## config.mk

```make
export PLATFORM = sky130hd
export DESIGN_NAME = serial_frame_receiver
export DESIGN_NICKNAME = d
export VERILOG_FILES = /design/src/rtl/emds_serial_pkg.sv /design/src/rtl/rx_bit_counter.sv /design/src/rtl/serial_frame_receiver.sv
export SDC_FILE = /design/constraint.sdc
export NUM_CORES = 1
export LEC_CHECK = 0
export CAP_MARGIN = 20
export CORE_MARGIN = 5
export CORE_UTILIZATION = 53
export CTS_CLUSTER_DIAMETER = 50
export DETAILED_ROUTE_END_ITERATION = 7
export GPL_TIMING_DRIVEN = 0
export PLACE_DENSITY = 0.77
export SYNTH_ARGS = -nofsm -noshare
export SYNTH_HDL_FRONTEND = slang
export SYNTH_SLANG_ARGS = --single-unit
export TNS_END_PERCENT = 30
```

## constraint.sdc

```tcl
create_clock -name clock -period 2.15 [get_ports clock]
set_input_delay 0.3225 -clock clock [delete_from_list [all_inputs] [get_ports clock]]
set_output_delay 0.3225 -clock clock [all_outputs]
set_load 0.02 [all_outputs]
```

## src/rtl/emds_serial_pkg.sv

```systemverilog
// Shared definitions for the messenger serial link: frame constants and receive FSM states.
// The framed transmitter is expected to import this package as well.
package emds_serial_pkg;

  localparam int unsigned DATA_WIDTH_DEF = 8;
  localparam int unsigned PARITY_EN_DEF  = 1;
  localparam logic        IDLE_LEVEL_DEF = 1'b1;

  localparam logic        START_BIT = ~IDLE_LEVEL_DEF;
  localparam logic        STOP_BIT  = IDLE_LEVEL_DEF;
  localparam int unsigned FRAME_LEN = 1 + DATA_WIDTH_DEF + PARITY_EN_DEF + 1;

  typedef enum logic [2:0] {
    RX_IDLE   = 3'd0,
    RX_DATA   = 3'd1,
    RX_PARITY = 3'd2,
    RX_STOP   = 3'd3,
    RX_BREAK  = 3'd4
  } rx_state_t;

  // Line-level helpers for instances that override the idle level.
  function automatic logic start_bit(input logic idle_level);
    return ~idle_level;
  endfunction

  function automatic logic stop_bit(input logic idle_level);
    return idle_level;
  endfunction

  function automatic int unsigned frame_len(input int unsigned data_width,
                                            input int unsigned parity_en);
    return 1 + data_width + parity_en + 1;
  endfunction

endpackage

```

## src/rtl/rx_bit_counter.sv

```systemverilog
// Data-bit counter for the frame receiver: cleared on the start bit, counts data samples.
module rx_bit_counter #(
  parameter int unsigned WIDTH    = 4,
  parameter int unsigned TERMINAL = 7
) (
  input  logic clock,
  input  logic reset,
  input  logic clear,
  input  logic enable,
  output logic last_c
);

  logic [WIDTH-1:0] count;

  always_ff @(posedge clock) begin
    if (reset) begin
      count <= '0;
    end else if (clear) begin
      count <= '0;
    end else if (enable) begin
      count <= count + WIDTH'(1);
    end
  end

  // High while the final data sample of the frame is on the line.
  assign last_c = (count == WIDTH'(TERMINAL));

endmodule

```

## src/rtl/serial_frame_receiver.sv

```systemverilog
// Framed serial receiver: start, LSB-first data, optional even parity, stop.
// Checked bytes are offered through a one-entry valid/ready holding register.
module serial_frame_receiver
  import emds_serial_pkg::*;
#(
  parameter int unsigned DATA_WIDTH = 8,
  parameter bit          PARITY_EN  = 1'b1,
  parameter bit          IDLE_LEVEL = 1'b1
) (
  input  logic                  clock,
  input  logic                  reset,
  input  logic                  serial_in,
  output logic [DATA_WIDTH-1:0] byte_out,
  output logic                  byte_valid,
  input  logic                  byte_ready,
  output logic                  parity_error,
  output logic                  framing_error,
  output logic                  overrun
);

  localparam int unsigned CNT_W   = $clog2(DATA_WIDTH + 1);
  localparam logic        START_L = start_bit(IDLE_LEVEL);
  localparam logic        STOP_L  = stop_bit(IDLE_LEVEL);

  rx_state_t             state;
  logic [DATA_WIDTH-1:0] shift_reg;
  logic                  parity_bit;
  logic                  last_c;
  logic                  start_c;
  logic                  parity_bad_c;

  assign start_c      = (state == RX_IDLE) && (serial_in == START_L);
  assign parity_bad_c = ^{shift_reg, parity_bit};

  rx_bit_counter #(
    .WIDTH    (CNT_W),
    .TERMINAL (DATA_WIDTH - 1)
  ) u_bit_counter (
    .clock  (clock),
    .reset  (reset),
    .clear  (start_c),
    .enable (state == RX_DATA),
    .last_c (last_c)
  );

  always_ff @(posedge clock) begin
    if (reset) begin
      state         <= RX_IDLE;
      shift_reg     <= '0;
      parity_bit    <= 1'b0;
      byte_out      <= '0;
      byte_valid    <= 1'b0;
      parity_error  <= 1'b0;
      framing_error <= 1'b0;
      overrun       <= 1'b0;
    end else begin
      parity_error  <= 1'b0;
      framing_error <= 1'b0;
      overrun       <= 1'b0;
      if (byte_valid && byte_ready) begin
        byte_valid <= 1'b0;
      end

      case (state)
        RX_IDLE: begin
          if (serial_in == START_L) begin
            state <= RX_DATA;
          end
        end
        RX_DATA: begin
          shift_reg <= {serial_in, shift_reg[DATA_WIDTH-1:1]};
          if (last_c) begin
            state <= PARITY_EN ? RX_PARITY : RX_STOP;
          end
        end
        RX_PARITY: begin
          parity_bit <= serial_in;
          state      <= RX_STOP;
        end
        RX_STOP: begin
          // A bad stop bit outranks a parity failure and forces a wait for idle.
          if (serial_in != STOP_L) begin
            framing_error <= 1'b1;
            state         <= RX_BREAK;
          end else if (PARITY_EN && parity_bad_c) begin
            parity_error <= 1'b1;
            state        <= RX_IDLE;
          end else begin
            state <= RX_IDLE;
            if (!byte_valid || byte_ready) begin
              byte_out   <= shift_reg;
              byte_valid <= 1'b1;
            end else begin
              overrun <= 1'b1;
            end
          end
        end
        RX_BREAK: begin
          if (serial_in == IDLE_LEVEL) begin
            state <= RX_IDLE;
          end
        end
        default: begin
          state <= RX_IDLE;
        end
      endcase
    end
  end

endmodule

```

==> metrics.yaml <==
p_seq_share_pct: 58.4
portBuffers: 14
synth-compound-area-share_pct: 6.544
cts_resized: 0
ys.flop_type: "dfxtp_1"
start_util_pct: 55.32
final_cell_mix: "dfxtp_1, nand2_1, nand2b_1"
areaGrowthSynthToFinish_pct: 17.28
power.share.clock_pct: 27.1
drive_above_1_share_pct: 5.442
grt_use_total_pct: 13.69
peakVddDrop_v: 0.0004716
max_stage_delay_ps: 440
worst_pin_slew_ps: 595.7
hold_class: "primary input to register"
outcome: "completed"
yosys_warnings: 0
async_reset_ff_share_pct: 0
die_width_um: 58.05
synthAdderAreaFrac_pct: 1.022
endpoint: "byte_out[6]"
grt_pass1_wl_um: 3567
core-area_um2: 2212
startpoint: "state[1]"
cts_root_buffer: "clkbuf_4"
antenna_left: 0
cts_buffers: 3
syn_area_um2: 1224
worstHoldStart: "serial_in"
fin_crit_ps: 1957
fmax_mhz: 511.0
rr_startpoint: "state[1]"
crit_required_ps: 2410
syn_nets: 134
final-setup-viol-count: 0
switching_power_mw: 0.2403
clk_latency_ps: 320
dp_cells: 171
crit_chain: "clkbuf_1, nand4b_1, or3b_4, mux2i_4, mux2i_1"
drt-total-wl_um: 2131
criticalPathCategory: "register to register"
synth-seq-cells: 28
p_comb_share_pct: 14.4
clock_path_buffers: 2
antenna_cells: 0
finalCoreUtilization_pct: 64.88
hold_viol: 0
r2r_end: "byte_out[6]"
synthSimpleGateAreaFrac_pct: 25.87
tns_ps: 0
startpoint_type: "register"
dr.pass1.iters: 4
sw_frac_of_total_pct: 25.60
cp.arrival_ps: 2220
power_mw: 0.9386
final_common_cell: "dfxtp_1"
relSlewSlack_pct: 60.20
rows: 17
viasPerCell: 5.194
vias: 909
muxShareOfSynthArea_pct: 9.202
grt_max_degree: 16
grt-ovfl-total: 0
hpwl_um: 1641
synth_edf_count: 0
syn_inst: 129
end_kind: "register"
drv_slew: 0
ys_seq_area_share_pct: 45.81
nets: 153
avgSynthCellArea_um2: 9.486
synth-xor-area-share_pct: 9.407
p_int_mw: 0.6983
synth_top_family_by_area: "simple AND/OR/NAND/NOR gates"
cts_hold_buffers: 0
pin_count: 16
cts_htree_levels: 1
post_drt_wl_per_cell_um: 12.18
drc: 0
rsz0062_at_grt: "false"
die-area_um2: 3370
reg2regPathDepth: 5
r2r_slack_ps: 190
numClockSinks: 28
final_cells: 175
initialDrtViolationCount: 5
p_per_area_nw_per_um2: 654.0
cp_max_fo: 9
gp_congestion: 0.7620
synth_cell_type_count: 26
cts_setup_buffers: 0
final_cell_area_um2: 1435
dpl-instance-area_um2: 1399
leakage_nw: 0.4820
path_clk_slew_ps: 150
finalCritPeriodShare_pct: 91.02
die_h_um: 58.05
drv_cap: 0
grt_pass1_vias: 844
antenna_found_initial: 0
slowest_stage: "or3b_4"
cts_tree: "built"
skew_ps: 3.960
cells in the mapped netlist (all sizes together), types with 2 or more instances:
master  count  area share [%]
nor3b       3             1.8
nor3        2            0.82
xnor3       2             3.7
xor2        4             2.9
nand2b     16             8.2
clkbuf      7             2.1
nand4       2             1.0
dfxtp      28              46
or2b        2             1.2
or3b        2             1.6
nor2        8             2.5
a21oi      10             4.1
mux2i      10             9.2
nand2      20             6.1
xnor2       4             2.9
power by group through the flow:
stage / Sequential, mW / Combinational (mW) / Clock, mW
detailed placement: 0.560 / 0.137 / 0
floorplan: 0.557 / 0.108 / 0
global route: 0.552 / 0.151 / 0.283
global placement: 0.558 / 0.133 / 0
finish: 0.548 / 0.136 / 0.255
CTS: 0.548 / 0.138 / 0.266
cell families (layout without fill, tap and decap cells):
family / count (synthesis) / after routing
multiplexers: 10 / 10
flip-flops: 28 / 28
AND/OR/NAND/NOR: 59 / 59
XOR/XNOR: 10 / 10
AO/OA/AOI/OAI: 14 / 14
buffers and inverters: 7 / 25
adder cells (fa/ha/maj): 1 / 1
through the flow:
stage	hold WS, ps	worst slack, ps
CTS	322.7	171.5
global placement	456.7	134.5
global route	382.1	31.05
finish	343.8	193.0
detailed placement	469.9	72.75
floorplan	453.6	399.7
metal layers:
layer,vias up,track usage [%],part of all wire (%)
li1,467,-,-
met1,430,16.19,44
met2,8,23.87,51
met3,4,2.004,2.7
met4,0,6.954,1.5
met5,-,0,0
worst max-delay path, delay by kind of cell (launching register included):
family | cells | cell delay, ps
simple gates | 2 | 640
mux | 2 | 630
flops | 1 | 340
buf+inv | 1 | 280
area by class of cell:
cell class              count  area, um^2
flip-flops and latches     28       560.5
plain buffers               7       26.28
well taps                  28       35.03
repair buffers             14       140.1
clock buffers               4       36.28
fillers                   193       777.0
multi-input cells          94       636.9
worst min-delay path by stage:
stage / end / depth (start not counted)
final: shift_reg[7] / 3
after global routing: shift_reg[7] / 3
after CTS: shift_reg[7] / 3
after detailed placement: byte_out[3] / 2
after global placement: byte_out[7] / 2
after floorplan: shift_reg[1] / 2
No activity file was read; power rests on OpenSTA's default activity.
